<file path="config.mk">
export PLATFORM = sky130hd
export DESIGN_NAME = arbitro_periferico_flat
export DESIGN_NICKNAME = d
export VERILOG_FILES = /design/src/rtl/arbitro_periferico_if.sv /design/src/rtl/arbitro_periferico.sv /design/src/flat_wrapper.sv
export SDC_FILE = /design/constraint.sdc
export NUM_CORES = 1
export LEC_CHECK = 0
export ABC_CLOCK_PERIOD_IN_PS = 2040
export CAP_MARGIN = 40
export CORE_MARGIN = 2
export CORE_UTILIZATION = 30
export CTS_BUF_LIST = sky130_fd_sc_hd__clkbuf_8
export DETAILED_ROUTE_END_ITERATION = 7
export GPL_TIMING_DRIVEN = 0
export PLACE_DENSITY = 0.61
export SYNTH_ARGS = -nofsm -noshare
export SYNTH_HDL_FRONTEND = slang
export SYNTH_SLANG_ARGS = --single-unit
export TNS_END_PERCENT = 10
</file>
<file path="constraint.sdc">
create_clock -name arb_clk -period 2.04 [get_ports arb_clk]
set_input_delay 0.204 -clock arb_clk [delete_from_list [all_inputs] [get_ports arb_clk]]
set_output_delay 0.204 -clock arb_clk [all_outputs]
set_load 0.01 [all_outputs]
</file>
<file path="src/rtl/arbitro_periferico_if.sv">
// Bundle of the two CPU-side send/ack ports, the peripheral port and the arbiter status.
// No logic; the arbiter drives its outputs from registered state only.
// Backpressure is the 4-phase send/ack handshake on every port.
interface arbitro_periferico_if;
  logic       cpu0_send;
  logic [3:0] cpu0_dados;
  logic       cpu0_ack;
  logic       cpu1_send;
  logic [3:0] cpu1_dados;
  logic       cpu1_ack;
  logic       per_send;
  logic [3:0] per_dados;
  logic       per_ack;
  logic [1:0] arb_grant;
  logic       arb_erro;
  logic [7:0] cnt0;
  logic [7:0] cnt1;

  // arbiter side
  modport slave (
    input  cpu0_send, cpu0_dados, cpu1_send, cpu1_dados, per_ack,
    output cpu0_ack, cpu1_ack, per_send, per_dados, arb_grant, arb_erro, cnt0, cnt1
  );

  // environment side (CPUs + peripheral + observer)
  modport master (
    output cpu0_send, cpu0_dados, cpu1_send, cpu1_dados, per_ack,
    input  cpu0_ack, cpu1_ack, per_send, per_dados, arb_grant, arb_erro, cnt0, cnt1
  );
endinterface

</file>
<file path="src/rtl/arbitro_periferico.sv">
// Round-robin arbiter giving two CPUs shared access to one send/ack peripheral.
// Latency: grant and per_send one cycle after request; cpu ack one cycle after per_ack.
// Backpressure: the loser waits in IDLE; a silent peripheral is aborted after TIMEOUT cycles.
module arbitro_periferico #(
  parameter int TIMEOUT = 8
) (
  input logic            arb_clk,
  input logic            arb_rst,
  arbitro_periferico_if.slave bus
);

  typedef enum logic [1:0] {IDLE, SEND, ACK, ERR} state_t;

  state_t     state;
  state_t     next_state;
  logic       dono;      // current owner: 0 = master 0, 1 = master 1
  logic       ultimo;    // last master served (completed or aborted)
  logic [3:0] dado;      // data captured at grant, held for the whole transfer
  logic [7:0] tmo_cnt;
  logic [7:0] cnt0_q;
  logic [7:0] cnt1_q;

  logic req_any;
  logic vencedor;
  logic dono_send;
  logic tmo_hit;
  logic ack_exit;

  assign req_any   = bus.cpu0_send | bus.cpu1_send;
  // On a tie the master that was not served last wins; otherwise the sole requester.
  assign vencedor  = (bus.cpu0_send & bus.cpu1_send) ? ~ultimo : bus.cpu1_send;
  assign dono_send = dono ? bus.cpu1_send : bus.cpu0_send;
  // Counter holds the number of ack-less SEND cycles already seen; this is the TIMEOUT-th.
  assign tmo_hit   = (tmo_cnt == 8'(TIMEOUT - 1));
  // Handshake closes only once both the owner and the peripheral have released.
  assign ack_exit  = ~dono_send & ~bus.per_ack;

  // State register
  always_ff @(posedge arb_clk) begin
    if (arb_rst) state <= IDLE;
    else         state <= next_state;
  end

  // Next-state decode
  always_comb begin
    next_state = state;
    case (state)
      IDLE:    if (req_any) next_state = SEND;
      SEND:    if (bus.per_ack) next_state = ACK;
               else if (tmo_hit) next_state = ERR;
      ACK:     if (ack_exit) next_state = IDLE;
      ERR:     next_state = IDLE;
      default: next_state = IDLE;
    endcase
  end

  // Owner, data capture, timeout counter, round-robin pointer and transfer counters
  always_ff @(posedge arb_clk) begin
    if (arb_rst) begin
      dono    <= 1'b0;
      ultimo  <= 1'b1;
      dado    <= 4'h0;
      tmo_cnt <= 8'd0;
      cnt0_q  <= 8'd0;
      cnt1_q  <= 8'd0;
    end else begin
      case (state)
        IDLE: begin
          if (req_any) begin
            dono    <= vencedor;
            dado    <= vencedor ? bus.cpu1_dados : bus.cpu0_dados;
            tmo_cnt <= 8'd0;
          end
        end
        SEND: begin
          if (!bus.per_ack) tmo_cnt <= tmo_cnt + 8'd1;
        end
        ACK: begin
          if (ack_exit) begin
            ultimo <= dono;
            if (dono) cnt1_q <= cnt1_q + 8'd1;
            else      cnt0_q <= cnt0_q + 8'd1;
          end
        end
        ERR: begin
          // Aborted master loses priority but its counter is not credited.
          ultimo <= dono;
        end
        default: ;
      endcase
    end
  end

  // Outputs decoded from registered state only
  always_comb begin
    bus.per_send  = (state == SEND);
    bus.per_dados = ((state == SEND) || (state == ACK)) ? dado : 4'h0;
    bus.cpu0_ack  = (state == ACK) && !dono;
    bus.cpu1_ack  = (state == ACK) && dono;
    bus.arb_grant = (state == IDLE) ? 2'b00 : {dono, ~dono};
    bus.arb_erro  = (state == ERR);
  end

  assign bus.cnt0 = cnt0_q;
  assign bus.cnt1 = cnt1_q;

endmodule

</file>
<file path="src/flat_wrapper.sv">
// flat-port wrapper written by rule: the top's interface ports become plain ports
module arbitro_periferico_flat 
#(
  parameter int TIMEOUT = 8
)
  (arb_clk, arb_rst, bus_cpu0_send, bus_cpu0_dados, bus_cpu1_send, bus_cpu1_dados, bus_per_ack, bus_cpu0_ack, bus_cpu1_ack, bus_per_send, bus_per_dados, bus_arb_grant, bus_arb_erro, bus_cnt0, bus_cnt1);
  arbitro_periferico_if bus_i ();
  input logic arb_clk;
  input logic arb_rst;
  input wire logic [$bits(bus_i.cpu0_send)-1:0] bus_cpu0_send;
  input wire logic [$bits(bus_i.cpu0_dados)-1:0] bus_cpu0_dados;
  input wire logic [$bits(bus_i.cpu1_send)-1:0] bus_cpu1_send;
  input wire logic [$bits(bus_i.cpu1_dados)-1:0] bus_cpu1_dados;
  input wire logic [$bits(bus_i.per_ack)-1:0] bus_per_ack;
  output wire logic [$bits(bus_i.cpu0_ack)-1:0] bus_cpu0_ack;
  output wire logic [$bits(bus_i.cpu1_ack)-1:0] bus_cpu1_ack;
  output wire logic [$bits(bus_i.per_send)-1:0] bus_per_send;
  output wire logic [$bits(bus_i.per_dados)-1:0] bus_per_dados;
  output wire logic [$bits(bus_i.arb_grant)-1:0] bus_arb_grant;
  output wire logic [$bits(bus_i.arb_erro)-1:0] bus_arb_erro;
  output wire logic [$bits(bus_i.cnt0)-1:0] bus_cnt0;
  output wire logic [$bits(bus_i.cnt1)-1:0] bus_cnt1;
  assign bus_i.cpu0_send = bus_cpu0_send;
  assign bus_i.cpu0_dados = bus_cpu0_dados;
  assign bus_i.cpu1_send = bus_cpu1_send;
  assign bus_i.cpu1_dados = bus_cpu1_dados;
  assign bus_i.per_ack = bus_per_ack;
  assign bus_cpu0_ack = bus_i.cpu0_ack;
  assign bus_cpu1_ack = bus_i.cpu1_ack;
  assign bus_per_send = bus_i.per_send;
  assign bus_per_dados = bus_i.per_dados;
  assign bus_arb_grant = bus_i.arb_grant;
  assign bus_arb_erro = bus_i.arb_erro;
  assign bus_cnt0 = bus_i.cnt0;
  assign bus_cnt1 = bus_i.cnt1;
  arbitro_periferico #(.TIMEOUT(TIMEOUT)) u_core (.arb_clk(arb_clk), .arb_rst(arb_rst), .bus(bus_i));
endmodule
</file>
==> summary.md, run 1 <==
| Metric | Value |
|---|---|
| Outcome | complete, no violations |
| Die area | approximately 6200 sq um |
| Largest net degree at the start of global routing | 11 |
| Post-Syn Area | 1670 sq um |
| DRT met1 WL | 1.50 mm |
| Post-synthesis sequential element count | 32 |
| WL met3 | around 200 um |
| Antenna violations before repair | 0 |
| Reg2reg end | u_core.tmo_cnt[0]$_SDFFE_PP0P_ |
| Syn nets | 203 |
| Per-cell routed wire length | roughly 11 um |
| CP max FO | 4 |
| Worst Setup End Kind | output pin |
| PnR Total Power | slightly above 2000 uW |
| DRC violation count after routing | 0 |
| Largest cells by area after synthesis | dfxtp_1, xor2_1, nor2_1, ha_1, mux2i_1 |
| CP arrival | about 1700 ps |
| Vias in the first global route | around 1.3k |
| IO buf count | 36 |
| Number of synthesized flops with an enable pin | 0 |
| Synth top area share | 0.384 |
| Iteration count of the initial detailed-routing pass | 4 |
| Clock tree from TritonCTS | built |
| R2R cell count | 7 |
| Setup total negative slack | 0 ps |
| Vias per cell | between 4 and 5 |
| Area grow syn2layout | 33.7% |
| Final GP Congestion | approximately 0.77 |
| Final setup fails | 0 |
| Post-DRT Antenna Nets | 0 |
| Via count | ~1.4k |
| Hold Fails Final Rpt | 0 |
| Syn_area_per_cell | slightly above 9 sq um |
| CTS clk-pin slew, worst paths | ~70 ps |
| DR top layer | met4 |
| Layout fillers | 567 |
| Slew Limit Fails | 0 |
| Total gr overflow | 0 |
| Maximum clock insertion buffer count | 2 |
| Final wirelength | 3.28 mm |
| Nets@finish | around 250 |
| Die Y | 78.6 um |
| Peak supply drop | between 0.5 and 0.6 mV |
| P_leak | roughly 0.0008 uW |
| Critical path data required time | approximately 1800 ps |
| Post-CTS resize count | 0 |
| Worst-margin pin slew | 691 ps |
| Most frequent cells after synthesis | dfxtp_1, nor2_1, xor2_1, and2_1 |
| Core area | about 5400 sq um |
| Flop-to-flop setup slack | 250 ps |
| Wire length on met2 | 1.52 mm |
| Min Tclk post-route | approximately 1900 ps |
| R2r startpoint | u_core.state[0]$_SDFFE_PP0P_ |
| # IOs | 39 |
| RSZ-0062 raised after global routing | no |
| All-Layer GR Usage | 0.115 |
| Rows | 27 |
| Ys async rst share | 0 |
| CP startpoint | u_core.state[1]$_SDFFE_PP0P_ |
| Clock skew after layout | ~5.6 ps |
| Max-cap violations | 0 |
| Initial DRC count | 46 |
| Post-detail-place hpwl | 2.44 mm |
| Final period util | 0.928 |
| Dominant cell by count in the synthesized netlist | dfxtp_1 |
| Crit Path Category | register to output pin |
| N_diodes | 0 |
| Root buffer cell | clkbuf_8 |
| Hold Path Class | input pin to register |
| Max_slew headroom | 0.535 |
| Layout cells sized above 1 | 0.101 |
| Clock latency on the worst-skew pair | 280 ps |
| Initial core utilization | 0.307 |
| Cells after Synth | 183 |
| Main synth FF type | dfxtp_1 |
| CTS sink count | 32 |
| Synth area leader | dfxtp_1 |
| Power per cell area | 909 nW/um^2 |
| Achievable clock frequency | 528 MHz |
| Syn. warnings | 0 |
| Startpoint types | register |
| Post-synth cell types | 42 |
| Die X | about 79 um |
| H-Tree Depth | 2 |
| Inserted Clock Buffers | 5 |
| Post-CTS setup buffers | 0 |
| CTS Hold Buffers Added | 0 |
| Worst Setup EP | bus_per_dados[1] |
| Sequential fraction of the synthesis area | 0.384 |
| First-pass GRT wire length | around 5.6 mm |
cells in the final DEF (no fill, tap or decap), types with 2 or more instances in the layout:
| master | instances |
|---|---|
| dfxtp_1 | 30 |
| clkdlybuf4s50_1 | 36 |
| and2_1 | 11 |
| a21oi_1 | 7 |
| xnor2_1 | 3 |
| a211oi_1 | 4 |
| nor2b_1 | 3 |
| nand2_1 | 6 |
| clkbuf_8 | 5 |
| buf_6 | 2 |
| o21a_1 | 2 |
| nand4_1 | 4 |
| nor3_1 | 3 |
| buf_2 | 2 |
| o2111ai_1 | 4 |
| and4_1 | 2 |
| mux2i_1 | 7 |
| dfxtp_2 | 2 |
| nor2_1 | 28 |
| xor2_1 | 14 |
| or3_1 | 3 |
| o211ai_2 | 2 |
| ha_1 | 6 |
| nand3_1 | 5 |
| clkbuf_1 | 3 |
| o21ai_0 | 6 |
| inv_1 | 6 |
report_power, final:
part	leakage, uW	total (uW)	switching (uW)	internal [uW]
logic	0.000501	694	365	330
registers	0.000260	739	44.6	694
clock network	0.0000593	597	240	357
cells by family after synthesis:
group / share of synthesized area
XOR/XNOR: 0.0891
AND/OR/NAND/NOR: 0.259
buffers and inverters: 0.0404
adder cells (fa/ha/maj): 0.0524
flip-flops: 0.384
AO/OA/AOI/OAI: 0.133
multiplexers: 0.0419
layout make-up:
type	count	area, sq um	area share
well taps	72	90.1	0.0403
plain buffers	8	48.8	0.0218
clock inverters	3	38.8	0.0174
flip-flops and latches	32	643	0.288
clock buffers	5	68.8	0.0308
repair buffers	36	360	0.161
multi-input cells	138	965	0.432
inverters	5	18.8	0.00840
flip-flops by register name, summed over array words and instances, names as in the netlist:
| name | count |
|---|---|
| u_core.dono | 1 |
| u_core.state | 2 |
| u_core.bus.cnt0 | 8 |
| u_core.tmo_cnt | 8 |
| u_core.ultimo | 1 |
| u_core.dado | 4 |
| u_core.bus.cnt1 | 8 |
worst min path at each step:
stage,end,slack (ps),from,cells past startpoint
after global placement,u_core.tmo_cnt[1]$_SDFFE_PP0P_,460,u_core.tmo_cnt[1]$_SDFFE_PP0P_,2
final,u_core.bus.cnt0[0]$_SDFFE_PP0P_,310,bus_cpu0_send,4
after floorplan,u_core.dado[0]$_SDFFE_PP0P_,440,bus_cpu0_dados[0],2
after detailed placement,u_core.tmo_cnt[1]$_SDFFE_PP0P_,470,u_core.tmo_cnt[1]$_SDFFE_PP0P_,2
after global routing,u_core.bus.cnt0[1]$_SDFFE_PP0P_,330,bus_cpu0_send,4
after CTS,u_core.bus.cnt0[0]$_SDFFE_PP0P_,300,bus_cpu0_send,4
critical path: stages (launching register included):
cell and delay (ps):
dfxtp_2 360, inv_1 60, ha_1 320, and2_1 130
clkdlybuf4s50_1 540
stage by stage:
stage | worst slack (ps) | hold slack [ps] | instance area, sq um | instances | utilization
final | 148 | 311 | 2230 | 299 | 0.411
after global routing | 29.6 | 333 | 2230 | 299 | 0.411
after CTS | 60.4 | 303 | 2230 | 299 | 0.410
after detailed placement | 214 | 467 | 2120 | 291 | 0.390
after global placement | 227 | 459 | 2120 | 291 | 0.390
after floorplan | 389 | 438 | 1670 | 183 | -
metal layers:
metal  GRT usage  vias up
met5           0        -
met1       0.131      630
met3      0.0483        5
li1            -      730
met4      0.0421        0
met2       0.190       29
(Power assumes the default switching activity.)
==> run 2, diff against run 1 <==
- REMOVE_ABC_BUFFERS: unset -> 1
==> summary.md, run 2 (synthesized netlist as in run 1, its figures left out) <==
| Metric | Value |
|---|---|
| WP depth | 4 (unchanged) |
| Power per cell area | 912 nW/um^2 (+0.33%) |
| Post-detail-place hpwl | 2.41 mm (-1.0%) |
| N_diodes | 0 (unchanged) |
| Max-cap violations | 0 (unchanged) |
| Clock skew after layout | 4.41 ps (-1.18 ps) |
| Slowest stage cell, crit path | clkdlybuf4s50_1 |
| First-pass GRT wire length | 5.70 mm (+1.7%) |
| CP arrival | 1750 ps (+60 ps) |
| Worst-margin pin slew | 708 ps (+17.5 ps) |
| Max_slew headroom | 0.523 (-0.0118) |
| Sequential cell area | 642 sq um (-0.19%) |
| Via count | 1362 (-2.3%) |
| Core area | 5440 sq um (unchanged) |
| Die X | 78.6 um (unchanged) |
| Inserted Clock Buffers | 5 (unchanged) |
| Hold depth | 2 (-2) |
| H-Tree Depth | 2 (unchanged) |
| Area of the multi-input gates | 967 sq um (+0.26%) |
| P_leak | 0.000806 uW (-1.8%) |
| Vias in the first global route | 1314 (unchanged) |
| Area grow syn2layout | 33.0% |
| CP Cell Sequence | inv_1 -> ha_1 -> and2_1 -> clkdlybuf4s50_1 |
| Crit Path Category | register to output pin |
| Startpoint types | register |
| CTS clk-pin slew, worst paths | 70 ps (about the same) |
| Initial core utilization | 0.307 (unchanged) |
| Root buffer cell | clkbuf_8 |
| Rows | 27 (unchanged) |
| Min Tclk post-route | 1960 ps (+65.5 ps) |
| Slew Limit Fails | 0 (unchanged) |
| Post-DRT Antenna Nets | 0 (unchanged) |
| Die Y | 78.6 um (unchanged) |
| Worst Path Buf+Inv | 2 (unchanged) |
| Layout fillers | 533 (-6.0%) |
| Final period util | 0.960 (+0.0321) |
| R2R cell count | 6 (-1) |
| Setup total negative slack | 0 ps (unchanged) |
| Nets@finish | 241 (-2.0%) |
| Final GP Congestion | 0.798 (+4.1%) |
| Outcome | complete, no violations |
| IO buf count | 38 (+5.6%) |
| Achievable clock frequency | 511 MHz (-3.3%) |
| DRC violation count after routing | 0 (unchanged) |
| CP max FO | 4 (unchanged) |
| Final setup fails | 0 (unchanged) |
| Per-cell routed wire length | 11.2 um (+2.5%) |
| Fin Hold WS | 465 ps (+154 ps) |
| Delay-heaviest family, CP | buffers and inverters |
| Critical path data required time | 1840 ps (about the same) |
| Peak supply drop | 0.524 mV (+3.3%) |
| Most frequent cells in the layout | clkdlybuf4s50_1, dfxtp_1, nor2_1 |
| Crit-path max cell delay | 530 ps (about the same) |
| CTS sink count | 32 (unchanged) |
| Hold Fails Final Rpt | 0 (unchanged) |
| Iteration count of the initial detailed-routing pass | 4 (unchanged) |
| Worst Setup End Kind | output pin |
| Final wirelength | 3.30 mm (+0.76%) |
| Maximum clock insertion buffer count | 2 (unchanged) |
| PnR Total Power | 2030 uW (-0.23%) |
| # IOs | 39 (unchanged) |
| Clock tree from TritonCTS | built |
| Die area | 6180 sq um (unchanged) |
| Largest net degree at the start of global routing | 20 (+9) |
| Antenna violations before repair | 0 (unchanged) |
| Initial DRC count | 39 (-15%) |
| Clock latency on the worst-skew pair | 290 ps (about the same) |
| Layout cells sized above 1 | 0.0856 (-0.0157) |
| Vias per cell | 4.63 (-0.63%) |
| Commonest non-fill, non-tap cell in the layout | clkdlybuf4s50_1 |
| Total gr overflow | 0 (unchanged) |
| RSZ-0062 raised after global routing | yes |
| All-Layer GR Usage | 0.116 (+0.00178) |
| Hold Path Class | register to register |
-- run 2: changes by cell type in the layout (fill, tap and decap cells not counted), moves of 2 or more --
| cell | previous run | this run |
|---|---|---|
| clkdlybuf4s50_1 | 36 | 38 |
| buf_2 | 2 | 0 |
| buf_6 | 2 | 0 |
| clkbuf_1 | 3 | 0 |
-- run 2: routing by layer --
layer	GRT usage	routed length [um]	vias up
li1	-	-	719
met1	0.136	1580	614
met2	0.191	1530	23
met3	0.0402	127	6
met5	0	0	-
met4	0.0509	61	0
-- run 2: final cells by class --
cell class / instances / area share
multi-input cells: 138 / 0.435
flip-flops and latches: 32 / 0.289
repair buffers: 39 / 0.178
well taps: 72 / 0.0406
clock buffers: 5 / 0.0310
clock inverters: 3 / 0.0175
inverters: 5 / 0.00845
-- run 2: path summary, 6_finish.rpt --
kind / from / to / slack, ps
max: u_core.state[0]$_SDFFE_PP0P_ / bus_per_dados[3] / 80
max reg2reg: u_core.state[1]$_SDFFE_PP0P_ / u_core.tmo_cnt[5]$_SDFFE_PP0P_ / 190
min reg2reg: u_core.tmo_cnt[1]$_SDFFE_PP0P_ / u_core.tmo_cnt[1]$_SDFFE_PP0P_ / 460
min: u_core.tmo_cnt[1]$_SDFFE_PP0P_ / u_core.tmo_cnt[1]$_SDFFE_PP0P_ / 460
-- run 2: worst min-delay path, stage by stage (launching register included) --
cell and delay [ps]:
dfxtp_1 320, nand2_1 50, a21oi_1 50
-- run 2: where the power goes --
| part | switching, uW | leakage [uW] | internal (uW) |
|---|---|---|---|
| Sequential | 54.7 | 0.000260 | 692 |
| Clock | 242 | 0.0000593 | 357 |
| Combinational | 355 | 0.000487 | 325 |
-- run 2: repair_timing --
item	4_1_cts	5_1_grt
hold buffers	0	0
endpoints found under the setup margin	2	3
hold endpoints to repair	0	0
buffers inserted	0	0
resized for setup	1	2
cloned	0	0
-- run 2: per-stage QoR --
step	worst slack, ps	area, sq um	util	std cells
finish	82.3	2220	0.408	294
global route	-4.30	2220	0.408	294
detailed placement	14.7	2110	0.387	286
CTS	59.3	2220	0.408	294
global placement	-77.2	2090	0.385	285
floorplan	257	1620	-	175
==> run 3, diff against run 2 <==
- GPL_TIMING_DRIVEN: 0 -> unset
==> summary.md, run 3 (synthesized netlist as in run 1, its figures left out) <==
| Metric | Value |
|---|---|
| Hold depth | 2 (unchanged) |
| Largest net degree at the start of global routing | 26 (+30%) |
| CP arrival | 1710 ps (-40 ps) |
| Inserted Clock Buffers | 5 (unchanged) |
| Post-DRT Antenna Nets | 0 (unchanged) |
| Vias per cell | 4.71 (+1.7%) |
| Startpoint types | register |
| Crit Path Category | register to output pin |
| Crit-path max cell delay | 530 ps (about the same) |
| Maximum clock insertion buffer count | 2 (unchanged) |
| Worst Setup End Kind | output pin |
| Initial DRC count | 38 (-2.6%) |
| Core area | 5440 sq um (unchanged) |
| Achievable clock frequency | 522 MHz (+2.2%) |
| Rows | 27 (unchanged) |
| # IOs | 39 (unchanged) |
| Iteration count of the initial detailed-routing pass | 4 (unchanged) |
| Slowest stage cell, crit path | clkdlybuf4s50_1 |
| Die X | 78.6 um (unchanged) |
| Met1 Use GR | 0.143 (+0.00677) |
| Clock latency on the worst-skew pair | 290 ps (about the same) |
| Area grow syn2layout | 33.8% |
| Via count | 1409 (+3.5%) |
| Die area | 6180 sq um (unchanged) |
| CP max FO | 4 (unchanged) |
| P_leak | 0.000810 uW (+0.46%) |
| R2R cell count | 6 (unchanged) |
| Total gr overflow | 0 (unchanged) |
| CTS Hold Buffers Added | 0 (unchanged) |
| Per-cell routed wire length | 11.5 um (+2.0%) |
| PnR Total Power | 1950 uW (-3.7%) |
| Peak supply drop | 0.473 mV (-9.8%) |
| Layout cells sized above 1 | 0.110 (+0.0245) |
| Die Y | 78.6 um (unchanged) |
| Post-CTS resize count | 0 (-1) |
| Vias in the first global route | 1313 (-0.076%) |
| Final setup fails | 0 (unchanged) |
| CTS clk-pin slew, worst paths | 70 ps (about the same) |
| Setup total negative slack | 0 ps (unchanged) |
| Post-CTS setup buffers | 0 (unchanged) |
| Clock tree from TritonCTS | built |
| Slew Limit Fails | 0 (unchanged) |
| RSZ-0062 raised after global routing | no |
| Final wirelength | 3.43 mm (+3.8%) |
| Fin Hold WS | 472 ps (+7.37 ps) |
| Nets@finish | 246 (+2.1%) |
| Worst-margin pin slew | 365 ps (-343 ps) |
| Hold Path Class | register to register |
| Hold Fails Final Rpt | 0 (unchanged) |
| N_diodes | 0 (unchanged) |
| GRT Max-Usage Layer | met2 |
| Met3 Usage GRT | 0.0425 (+0.00230) |
| Final GP Congestion | 0.768 (-3.8%) |
| Max_slew headroom | 0.755 (+0.232) |
| Initial core utilization | 0.307 (unchanged) |
| All-Layer GR Usage | 0.120 (+0.00374) |
| Antenna violations before repair | 0 (unchanged) |
| Post-detail-place hpwl | 2.55 mm (+5.6%) |
| Most frequent cells in the layout | clkdlybuf4s50_1, dfxtp_1, nor2_1 |
| Power per cell area | 873 nW/um^2 (-4.3%) |
| IO buf count | 38 (unchanged) |
| Root buffer cell | clkbuf_8 |
| Critical path data required time | 1840 ps (about the same) |
| Outcome | complete, no violations |
| H-Tree Depth | 2 (unchanged) |
| Min Tclk post-route | 1920 ps (-41.5 ps) |
| CTS sink count | 32 (unchanged) |
| First-pass GRT wire length | 5.91 mm (+3.6%) |
| CP Cell Sequence | inv_1 -> ha_1 -> and2_1 -> clkdlybuf4s50_1 |
| DRC violation count after routing | 0 (unchanged) |
| Clock skew after layout | 8.58 ps (+4.17 ps) |
| Commonest non-fill, non-tap cell in the layout | clkdlybuf4s50_1 |
| Max-cap violations | 0 (unchanged) |
| Final period util | 0.939 (-0.0203) |
| Met2 GRT Util | 0.196 (+0.00427) |
-- run 3: report_power, final --
| part | internal (uW) | switching (uW) |
|---|---|---|
| Sequential | 694 | 54.9 |
| Clock | 241 | 260 |
| Combinational | 340 | 361 |
-- run 3: layer usage --
metal / vias up / share of wire
li1: 725 / -
met1: 654 / 0.46
met2: 23 / 0.48
met3: 7 / 0.043
met4: 0 / 0.019
met5: - / 0
-- run 3: area by class of cell --
class                      count  area, sq um
fill                         551         3200
inverter                       5         18.8
clock buffer                   5         68.8
timing repair buffer          44          425
clock inverter                 3         23.8
multi-input combinational    138          965
tap                           72         90.1
sequential                    32          643
-- run 3: final timing paths --
check | startpoint | to | slack [ps]
max reg2reg | u_core.state[0]$_SDFFE_PP0P_ | u_core.tmo_cnt[7]$_SDFFE_PP0P_ | 230
min | u_core.tmo_cnt[1]$_SDFFE_PP0P_ | u_core.tmo_cnt[1]$_SDFFE_PP0P_ | 470
min reg2reg | u_core.tmo_cnt[1]$_SDFFE_PP0P_ | u_core.tmo_cnt[1]$_SDFFE_PP0P_ | 470
max | u_core.state[0]$_SDFFE_PP0P_ | bus_per_dados[2] | 120
-- run 3: critical path: cells and delay by family, from the launching register on --
kind | cells | cell delay, ps
simple gates | 1 | 150
fa+ha+maj | 1 | 330
buf+inv | 2 | 590
flops | 1 | 360
-- run 3: metrics by stage --
stage / utilization / area (sq um) / cells / setup WS [ps]
3_5_place_dp: 0.393 / 2140 / 291 / 191
4_1_cts: 0.410 / 2230 / 299 / 32.2
3_3_place_gp: 0.393 / 2140 / 291 / 240
2_1_floorplan: - / 1620 / 175 / 257
5_1_grt: 0.411 / 2230 / 299 / 21.6
6_report: 0.411 / 2230 / 299 / 124
